File: config.mk
export PLATFORM = sky130hd
export DESIGN_NAME = asrv32_uart_tx_mmio
export DESIGN_NICKNAME = d
export VERILOG_FILES = /design/src/rtl/asrv32_soc_pkg.sv /design/src/rtl/asrv32_sync_fifo.sv /design/src/rtl/asrv32_uart_tx_mmio.sv
export SDC_FILE = /design/constraint.sdc
export NUM_CORES = 1
export LEC_CHECK = 0
export CAP_MARGIN = 0
export CORE_MARGIN = 8
export CORE_UTILIZATION = 30
export CTS_CLUSTER_SIZE = 8
export DETAILED_ROUTE_END_ITERATION = 8
export MAX_ROUTING_LAYER = met4
export PLACE_DENSITY = 0.44
export SYNTH_ARGS = -nofsm -noshare
export SYNTH_HDL_FRONTEND = slang
export SYNTH_HIERARCHICAL = 1
export SYNTH_SLANG_ARGS = --single-unit
File: constraint.sdc
create_clock -name i_clk -period 3.82 [get_ports i_clk]
set_input_delay 0.573 -clock i_clk [delete_from_list [all_inputs] [get_ports i_clk]]
set_output_delay 0.573 -clock i_clk [all_outputs]
set_load 0.02 [all_outputs]
File: src/rtl/asrv32_soc_pkg.sv
// Shared definitions for the asrv32 SoC UART transmitter: register map,
// STATUS bit positions, transmit FSM encoding and a divider helper.
package asrv32_soc_pkg;

    // Word offsets (addr[3:2]) inside the 16-byte UART window
    localparam logic [1:0] UART_OFF_TXDATA  = 2'd0;
    localparam logic [1:0] UART_OFF_STATUS  = 2'd1;
    localparam logic [1:0] UART_OFF_BAUDDIV = 2'd2;
    localparam logic [1:0] UART_OFF_CTRL    = 2'd3;

    // STATUS register bit positions
    localparam int ST_FULL   = 0;
    localparam int ST_EMPTY  = 1;
    localparam int ST_BUSY   = 2;
    localparam int ST_OVF    = 3;
    localparam int ST_CNT_LO = 8;

    // STATUS write: this data bit clears the sticky overflow flag
    localparam int ST_OVF_CLR_BIT = 3;

    // Serial transmit FSM states
    typedef enum logic [1:0] {
        TX_IDLE  = 2'd0,
        TX_START = 2'd1,
        TX_DATA  = 2'd2,
        TX_STOP  = 2'd3
    } tx_state_e;

    // A divider of zero would stall the baud counter, so it is promoted to 1
    function automatic logic [15:0] div_sanitize(input logic [15:0] v);
        return (v == 16'd0) ? 16'd1 : v;
    endfunction

endpackage

File: src/rtl/asrv32_sync_fifo.sv
// Single-clock FIFO with show-ahead read data. A pop is honoured before a
// push in the same cycle, so a full FIFO can accept a byte while draining.
module asrv32_sync_fifo #(
    parameter int WIDTH = 8,
    parameter int DEPTH = 16
) (
    input  logic                       i_clk,
    input  logic                       i_rst,
    input  logic                       i_push,
    input  logic [WIDTH-1:0]           i_data,
    input  logic                       i_pop,
    output logic [WIDTH-1:0]           o_data,
    output logic                       o_full,
    output logic                       o_empty,
    output logic [$clog2(DEPTH):0]     o_count
);

    localparam int AW = $clog2(DEPTH);
    localparam int CW = AW + 1;

    logic [WIDTH-1:0] mem_q [DEPTH];
    logic [AW-1:0]    wr_ptr_q;
    logic [AW-1:0]    rd_ptr_q;
    logic [CW-1:0]    count_q;
    logic             pop_ok;
    logic             push_ok;

    assign o_full  = (count_q == CW'(DEPTH));
    assign o_empty = (count_q == '0);
    assign o_count = count_q;
    assign o_data  = mem_q[rd_ptr_q];

    assign pop_ok  = i_pop && !o_empty;
    assign push_ok = i_push && (!o_full || pop_ok);

    // Storage array; contents need no reset because count gates every read
    always_ff @(posedge i_clk) begin
        if (push_ok) begin
            mem_q[wr_ptr_q] <= i_data;
        end
    end

    // Pointers wrap naturally at the power-of-two depth; count tracks occupancy
    always_ff @(posedge i_clk or posedge i_rst) begin
        if (i_rst) begin
            wr_ptr_q <= '0;
            rd_ptr_q <= '0;
            count_q  <= '0;
        end else begin
            if (push_ok) begin
                wr_ptr_q <= wr_ptr_q + AW'(1);
            end
            if (pop_ok) begin
                rd_ptr_q <= rd_ptr_q + AW'(1);
            end
            count_q <= count_q + CW'(push_ok) - CW'(pop_ok);
        end
    end

endmodule

File: src/rtl/asrv32_uart_tx_mmio.sv
// Memory-mapped 8N1 UART transmitter: bus decode and registers, a byte FIFO,
// and a baud-timed shifter that streams frames back-to-back while data waits.
module asrv32_uart_tx_mmio
    import asrv32_soc_pkg::*;
#(
    parameter logic [31:0] BASE_ADDR    = 32'h0000_8000,
    parameter int          FIFO_DEPTH   = 16,
    parameter logic [15:0] BAUD_DIV_RST = 16'd434
) (
    input  logic        i_clk,
    input  logic        i_rst,
    input  logic [31:0] i_data_addr,
    input  logic [31:0] i_data_in,
    input  logic [3:0]  i_wr_mask,
    input  logic        i_wr_en,
    input  logic        i_rd_en,
    output logic [31:0] o_data_out,
    output logic        o_ack,
    output logic        o_tx,
    output logic        o_irq
);

    localparam int CW = $clog2(FIFO_DEPTH) + 1;

    // Bus side
    logic        hit;
    logic [1:0]  offset;
    logic        wr_hit;
    logic        rd_hit;
    logic        fifo_push;
    logic        ovf_clr;
    logic [31:0] rdata_d;
    logic [15:0] div_wr_d;

    logic        ack_q;
    logic [31:0] rdata_q;
    logic [15:0] div_q;
    logic        irq_en_q;
    logic        ovf_q;
    logic        irq_q;

    // FIFO side
    logic [7:0]    fifo_data;
    logic          fifo_full;
    logic          fifo_empty;
    logic [CW-1:0] fifo_count;
    logic          fifo_pop;

    // Shifter side
    tx_state_e   state_q;
    logic [15:0] cnt_q;
    logic [15:0] frame_div_q;
    logic [7:0]  shift_q;
    logic [2:0]  bit_q;
    logic        tx_q;
    logic        busy;

    logic        unused_bits;
    assign unused_bits = ^{i_data_addr[1:0], i_data_in[31:16], i_wr_mask[3:2]};

    assign hit       = (i_data_addr[31:4] == BASE_ADDR[31:4]);
    assign offset    = i_data_addr[3:2];
    assign wr_hit    = i_wr_en && hit;
    assign rd_hit    = i_rd_en && hit;
    assign fifo_push = wr_hit && (offset == UART_OFF_TXDATA) && i_wr_mask[0];
    assign ovf_clr   = wr_hit && (offset == UART_OFF_STATUS) && i_wr_mask[0]
                       && i_data_in[ST_OVF_CLR_BIT];
    assign busy      = (state_q != TX_IDLE);

    // The shifter takes the FIFO head when idle or right at the end of a stop bit
    assign fifo_pop  = !fifo_empty &&
                       ((state_q == TX_IDLE) || ((state_q == TX_STOP) && (cnt_q == 16'd0)));

    assign o_ack      = ack_q;
    assign o_data_out = rdata_q;
    assign o_tx       = tx_q;
    assign o_irq      = irq_q;

    asrv32_sync_fifo #(
        .WIDTH (8),
        .DEPTH (FIFO_DEPTH)
    ) u_fifo (
        .i_clk   (i_clk),
        .i_rst   (i_rst),
        .i_push  (fifo_push),
        .i_data  (i_data_in[7:0]),
        .i_pop   (fifo_pop),
        .o_data  (fifo_data),
        .o_full  (fifo_full),
        .o_empty (fifo_empty),
        .o_count (fifo_count)
    );

    // Read mux sees current state, so a same-cycle write is not yet visible
    always_comb begin
        rdata_d = 32'd0;
        case (offset)
            UART_OFF_STATUS: begin
                rdata_d[ST_FULL]                = fifo_full;
                rdata_d[ST_EMPTY]               = fifo_empty;
                rdata_d[ST_BUSY]                = busy;
                rdata_d[ST_OVF]                 = ovf_q;
                rdata_d[ST_CNT_LO +: 8]         = 8'(fifo_count);
            end
            UART_OFF_BAUDDIV: rdata_d[15:0]     = div_q;
            UART_OFF_CTRL:    rdata_d[0]        = irq_en_q;
            default:          rdata_d           = 32'd0;
        endcase
    end

    // Byte-lane merge of a BAUDDIV store with the current divider
    always_comb begin
        div_wr_d = div_q;
        if (i_wr_mask[0]) div_wr_d[7:0]  = i_data_in[7:0];
        if (i_wr_mask[1]) div_wr_d[15:8] = i_data_in[15:8];
    end

    // Bus response, configuration registers, overflow flag and interrupt level
    always_ff @(posedge i_clk or posedge i_rst) begin
        if (i_rst) begin
            ack_q    <= 1'b0;
            rdata_q  <= 32'd0;
            div_q    <= BAUD_DIV_RST;
            irq_en_q <= 1'b0;
            ovf_q    <= 1'b0;
            irq_q    <= 1'b0;
        end else begin
            ack_q   <= wr_hit || rd_hit;
            rdata_q <= rd_hit ? rdata_d : 32'd0;
            if (wr_hit && (offset == UART_OFF_BAUDDIV)) begin
                div_q <= div_sanitize(div_wr_d);
            end
            if (wr_hit && (offset == UART_OFF_CTRL) && i_wr_mask[0]) begin
                irq_en_q <= i_data_in[0];
            end
            if (fifo_push && fifo_full && !fifo_pop) begin
                ovf_q <= 1'b1;
            end else if (ovf_clr) begin
                ovf_q <= 1'b0;
            end
            irq_q <= fifo_empty && !busy && irq_en_q;
        end
    end

    // Frame FSM: every state lasts frame_div_q cycles, counted down to zero
    always_ff @(posedge i_clk or posedge i_rst) begin
        if (i_rst) begin
            state_q     <= TX_IDLE;
            cnt_q       <= 16'd0;
            frame_div_q <= 16'd1;
            shift_q     <= 8'd0;
            bit_q       <= 3'd0;
            tx_q        <= 1'b1;
        end else begin
            case (state_q)
                TX_IDLE: begin
                    if (!fifo_empty) begin
                        state_q     <= TX_START;
                        shift_q     <= fifo_data;
                        frame_div_q <= div_q;
                        cnt_q       <= div_q - 16'd1;
                        tx_q        <= 1'b0;
                    end
                end
                TX_START: begin
                    if (cnt_q == 16'd0) begin
                        state_q <= TX_DATA;
                        cnt_q   <= frame_div_q - 16'd1;
                        bit_q   <= 3'd0;
                        tx_q    <= shift_q[0];
                    end else begin
                        cnt_q <= cnt_q - 16'd1;
                    end
                end
                TX_DATA: begin
                    if (cnt_q == 16'd0) begin
                        cnt_q <= frame_div_q - 16'd1;
                        if (bit_q == 3'd7) begin
                            state_q <= TX_STOP;
                            tx_q    <= 1'b1;
                        end else begin
                            bit_q   <= bit_q + 3'd1;
                            shift_q <= shift_q >> 1;
                            tx_q    <= shift_q[1];
                        end
                    end else begin
                        cnt_q <= cnt_q - 16'd1;
                    end
                end
                TX_STOP: begin
                    if (cnt_q == 16'd0) begin
                        if (!fifo_empty) begin
                            state_q     <= TX_START;
                            shift_q     <= fifo_data;
                            frame_div_q <= div_q;
                            cnt_q       <= div_q - 16'd1;
                            tx_q        <= 1'b0;
                        end else begin
                            state_q <= TX_IDLE;
                        end
                    end else begin
                        cnt_q <= cnt_q - 16'd1;
                    end
                end
                default: begin
                    state_q <= TX_IDLE;
                    tx_q    <= 1'b1;
                end
            endcase
        end
    end

endmodule

---- After elaboration in Yosys (flattened, before gate mapping) ----
Memory sizes are Yosys's and may differ from the RTL's.
Index checks and enable logic that the tools add are counted.
storage, ports and cells
  bits in registers ....................... 95
  bits in writable memories ............... 128
  bits of input ports ..................... 72
  output and inout port bits .............. 35
  memories kept ........................... 1
memories
  name          depth  bits a word  read ports  clocked after memory_dff  write ports  line                    source
  u_fifo.mem_q  16     8            1           0                         1            asrv32_sync_fifo.sv:21  logic [WIDTH-1:0] mem_q [DEPTH];
operators by class
  add/sub/neg operators ................... 8
  eq/ne operators ......................... 15
  mux-type cells .......................... 41
  reduce and logical (&&, ||, !) cells .... 41
operator list
  cell                                                                  number
  16-bit 2-to-1 mux                                                     7
  8-bit 2-to-1 mux                                                      6
  16-bit case mux with 3 select lines                                   1
  16-bit by 1-bit subtractor with 16-bit output, second input constant  3
  16-bit logical NOT                                                    2
  16-bit case mux with 2 select lines                                   1
  28-bit by 12-bit == test with 1-bit output, second input constant     1
  8-bit case mux with 3 select lines                                    1
  1-bit logical AND                                                     18
  8-bit case mux with 2 select lines                                    1
  3-bit case mux with 2 select lines                                    2
  1-bit 2-to-1 mux                                                      10
  2-bit 2-to-1 mux                                                      5
  2-bit inequality test, second input constant                          5
  3-bit 2-to-1 mux                                                      3
  4-bit by 1-bit adder with 4-bit output, second input constant         2
  2-bit == test, second input constant                                  4
  2-bit case mux with 4 select lines                                    1
  4-bit AND reduction                                                   2
  2-bit nonzero test                                                    4
  5-bit by 1-bit adder with 5-bit output                                1
  5-bit == test, second input constant                                  1
  5-bit logical NOT                                                     1
  5-bit AND reduction                                                   1
  15 further kinds                                                      22

---- Logic depth before layout (Yosys ltp) ----
  depth in word-level cells ............... 9
  depth in mapped cells ................... 18

---- Cells and area by module ----
The synthesis kept the hierarchy.
modules (own cells, without submodules)
  module               instances  cells each  area an instance (um2)
  asrv32_sync_fifo     1          320         5,825.6
  asrv32_uart_tx_mmio  1          506         5,092.4

---- Worst setup path after synthesis ----
OpenSTA, ideal clock, no wires.
  kind .................................... reg2reg
  from .................................... register cnt_q[6]
  to ...................................... register u_fifo.count_q[4], in the netlist u_fifo/o_count[4]
  setup time .............................. 123 ps
  arrival time ............................ 3,098 ps
  slack ................................... 599 ps
  stages on the path, launching flop included .. 17
  buffers on the path ..................... 1
  cell sequence ........................... dfrtp_1 > nor4_1 > and3_2 > a31o_2 > nand2_1 > inv_1 > o21a_1 > buf_2 > inv_1 > ha_1 > inv_1 > ha_1 > fa_1 > a21oi_1 > nor2_1 > nor2_1 > xnor2_1
between the ends
  cells in the longest elaborated chain, start to end .. 9
RTL lines
  element                                        line                        source
  from (decl)                                    asrv32_uart_tx_mmio.sv:51   logic [15:0] cnt_q;
  from (signal assigned)                         asrv32_uart_tx_mmio.sv:161  cnt_q <= div_q - 16'd1;
  from (signal assigned)                         asrv32_uart_tx_mmio.sv:168  cnt_q <= frame_div_q - 16'd1;
  from (signal assigned)                         asrv32_uart_tx_mmio.sv:172  cnt_q <= cnt_q - 16'd1;
  16-bit logical NOT *                           asrv32_uart_tx_mmio.sv:72   ((state_q == TX_IDLE) || ((state_q == TX_STOP) && (cnt_q == 16'd0)));
  1-bit logical AND *                            asrv32_uart_tx_mmio.sv:72
  1-bit logical OR *                             asrv32_uart_tx_mmio.sv:72
  1-bit logical AND *                            asrv32_uart_tx_mmio.sv:71   assign fifo_pop = !fifo_empty &&
  named net fifo_pop                             asrv32_uart_tx_mmio.sv:47   logic fifo_pop;
  1-bit logical AND *                            asrv32_sync_fifo.sv:33      assign pop_ok = i_pop && !o_empty;
  1-bit logical OR                               asrv32_sync_fifo.sv:34      assign push_ok = i_push && (!o_full || pop_ok);
  1-bit logical AND                              asrv32_sync_fifo.sv:34
  5-bit by 1-bit adder with 5-bit output         asrv32_sync_fifo.sv:56      count_q <= count_q + CW'(push_ok) - CW'(pop_ok);
  5-bit by 1-bit subtractor with 5-bit output *  asrv32_sync_fifo.sv:56
  to (signal assigned)                           asrv32_sync_fifo.sv:56
  to (decl)                                      asrv32_sync_fifo.sv:24      logic [CW-1:0] count_q;
The timed path passes the listed nets; every way through them passes the cells marked *.
A chain may end at the register's enable or synchronous reset.

---- Worst setup path in the final report ----
  from .................................... register cnt_q[8]
  to ...................................... register u_fifo.count_q[4], in the netlist u_fifo/o_count[4]
Same word-level chain as after synthesis.

==> qor.csv <==
metric,value,unit
outcome,finished clean,
WP data arrival,3.75,ns
area of the multi-input gates,0.00426,mm^2
Slew headroom,0.411,
share of post-route cells with drive strength above 1,0.180,
synthesized area,0.0109,mm^2
Die H,207,um
sequential power share,0.330,
io pins,107,
CTS Buf Count,31,
Syn-to-layout area delta,20.8,%
clock root buffer,clkbuf_16,
placer congestion estimate,0.810,
worst skew pair latency,0.56,ns
core area,0.0363,mm^2
Fmax achieved,306,MHz
cell count after synthesis,826,
n_diodes,0,
Iter 0 DRT Violations,359,
Final Slew Violations,0,
crit path launch type,flop,
vias in the first global route,7383,
Yosys top cell area share,0.352,
critical path required time,4.31,ns
grt met2 use,0.236,
vias,7068,
M1 GR Usage,0.193,
top_reg_cell synth,edfxtp_1,
Post-Syn Area per Cell,13.2,um^2
# clock sinks,223,
most frequent CP cell,inv_1,
Non-Filler Instances,1429,
pwr/cell area,639,mW/mm^2
net switching power,2.94,mW
hold_buf cts,0,
starting density of the core,0.301,
Total Routing Usage GR,0.146,
Tcrit/Tclk final,0.854,
register area share after synthesis,0.571,
CTS clock-pin slew for the worst setup and hold paths,0.06,ns
pin count of the biggest net entering global routing,52,
Vias/cell,4.95,
worst min-delay path class,input pin to asynchronous set/reset pin,
CTS tree,yes,
placement row count,70,
Layout Skew,0.0111,ns
clock power share,0.303,
Max rail drop VDD,0.000608,V
"slowest stage delay, CP",0.45,ns
Max-Cap Viols,0,
global-route wire length before repair,45900,um
# placed instances,1372,
share of flip-flops with an asynchronous set or reset,0.426,
Switching Fraction,0.349,
crit path cell chain,nor4_1 > buf_4 > and3_2 > a31o_2 > nand2_1 > inv_1 > o21a_1 > inv_1 > ha_1 > inv_1 > ha_1 > fa_1 > a21oi_1 > nor2_1 > nor2_1 > xnor2_1,
post-CTS sizing,0,
count of unique library cells instantiated by Yosys,79,
fin util,0.364,
post-CTS setup buffers,0,
Area contributors post-synth,"edfxtp_1 (35%), dfrtp_1 (20%), mux2i_1 (4.2%)",
YS warnings,6,
Setup TNS Final,0,ns
Combinational Power Share,0.367,
slew at the pin with the worst max-slew slack,0.881,ns
"Min Clock Period, post-route",3.26,ns
RSZ-0062 raised after global routing,false,
Int Power,5.48,mW
crit path kind,flop to flop,
Routed Antenna Nets,0,
deepest clock path buffer count,3,
first drt pass iteration count,4,
number of synthesized flops with an enable pin,128,
nets,1036,
Leakage,5.29,nW
number of I/O port buffers,70,
post-route DRC violation count,0,
number of fillers in the final layout,3578,
synthesized flop and latch total,223,
M3 GR Usage,0.0186,
Critical Path End Type,flop,
die area,0.0428,mm^2
Fin. Hold Viols,0,
Post-Route WL,30200,um
grt peak-use layer,met2,
final setup vio count,0,
grt ovf,0,
"Max stage delay cell, worst path",dfrtp_1,
DP Wirelength,21000,um
die width,207,um
crit-path max FO,6,
FF/Latch Area,0.00623,mm^2
Synth area leader,edfxtp_1,
antenna violations before repair,0,
Avg WL per Cell,21.1,um
# H-tree levels,1,
final worst hold slack,0.500,ns
placed cells by master, fill, tap and decap left out, drive strengths merged, types with 17 or more instances in the layout:
cell	instances
nor2	48
clkbuf	56
dfrtp	88
clkdlybuf4s50	70
buf	51
xnor2	25
nor3	23
inv	32
nand2	39
mux2i	46
mux2	32
a22oi	21
ha	26
a221oi	17
o21ai	21
nand3	18
xor2	18
nor4	22
edfxtp	128
worst max-delay path: cells and delay by family, from the launching register on:
family | cells | cell delay, ns
buffers and inverters | 4 | 0.33
DFF | 1 | 0.45
xor gates and xnor gates | 1 | 0.12
adders and majority gates | 3 | 0.86
AOI/OAI and AO/OA | 3 | 0.58
and+or+nand+nor | 5 | 0.83
final cells by class:
class,instances,share of cell area
multi-input cells,528,0.323
flip-flops and latches,223,0.472
clock buffers,56,0.0659
inverters,32,0.00920
repair buffers,121,0.0840
clock inverters,1,0.00152
well taps,468,0.0444
Yosys cell counts, types with 3 or more instances:
| cell | count |
|---|---|
| o2bb2ai_1 | 3 |
| a221oi_2 | 9 |
| inv_1 | 32 |
| and2_1 | 10 |
| nand2b_1 | 7 |
| mux4_2 | 16 |
| a221o_1 | 3 |
| o221ai_1 | 10 |
| mux2_2 | 31 |
| or3_1 | 6 |
| dfrtp_1 | 88 |
| a221oi_1 | 8 |
| o221a_2 | 7 |
| nand4_1 | 8 |
| a22oi_1 | 21 |
| nor2_1 | 45 |
| clkbuf_1 | 19 |
| mux2i_1 | 46 |
| or4b_1 | 3 |
| nor4_1 | 20 |
| o211ai_1 | 5 |
| o31a_1 | 4 |
| buf_6 | 9 |
| nor3_1 | 22 |
| o21ai_0 | 20 |
| dfstp_2 | 7 |
| buf_2 | 5 |
| ha_1 | 26 |
| and3_1 | 4 |
| a31oi_1 | 3 |
| nand3_1 | 17 |
| nor3b_1 | 3 |
| edfxtp_1 | 128 |
| or4_1 | 12 |
| xor2_1 | 18 |
| buf_1 | 4 |
| xnor2_1 | 25 |
| nand2_1 | 37 |
| buf_4 | 18 |
| nor2b_1 | 6 |
| a21oi_1 | 14 |
power by group through the flow:
| stage | combinational [mW] | sequential, mW | clock (mW) |
|---|---|---|---|
| after floorplan | 2.28 | 2.79 | 0 |
| after global placement | 3.11 | 2.82 | 0 |
| after detailed placement | 3.08 | 2.82 | 0 |
| after CTS | 3.10 | 2.78 | 2.63 |
| after global routing | 3.44 | 2.79 | 2.71 |
| final | 3.09 | 2.78 | 2.56 |
routing by layer:
layer | share of wire | up-vias | routed length (um)
met1 | 0.47 | 3554 | 14200
met4 | 0.022 | 0 | 654
li1 | - | 3345 | -
met2 | 0.48 | 117 | 14400
met5 | 0 | - | 0
met3 | 0.030 | 52 | 914
registers in the layout, indices dropped and copies added (netlist names), 2 cells and up:
name	flops
frame_div_q	16
cnt_q	16
u_fifo/wr_ptr_q	4
shift_q	8
bit_q	3
u_fifo/rd_ptr_q	4
o_data_out	16
u_fifo/o_count	5
div_q	16
state_q	2
u_fifo/mem_q	128
through the flow:
step	instance area (um^2)	worst slack, ns	power (mW)
after detailed placement	12300	0.217	5.90
after CTS	13200	0.544	8.51
after global placement	12300	0.158	5.93
final	13200	0.556	8.43
after floorplan	11000	0.599	5.07
after global routing	13200	0.353	8.94
cell families (layout without fill, tap and decap cells):
family	count (synthesis)	in the layout	share of synthesized area
xor gates and xnor gates	43	43	0.0345
other	1	16	0.000343
DFF	223	223	0.571
and+or+nand+nor	221	221	0.114
adders and majority gates	27	27	0.0316
AOI/OAI and AO/OA	127	127	0.0951
buffers and inverters	90	210	0.0456
muxes	94	94	0.108
worst paths after layout:
kind | start | endpoint | slack (ns) | depth (start not counted)
max | cnt_q[8] | u_fifo/o_count[4] | 0.56 | 16
min reg2reg | o_tx | o_tx | 0.50 | 2
min in group i_clk | o_tx | o_tx | 0.50 | 2
max reg2reg | cnt_q[8] | u_fifo/o_count[4] | 0.56 | 16
min | i_rst | u_fifo/wr_ptr_q[0] | 0.50 | 2
max in group asynchronous | i_rst | o_tx | 2.52 | 3
Power figures use the tool's default switching activity.
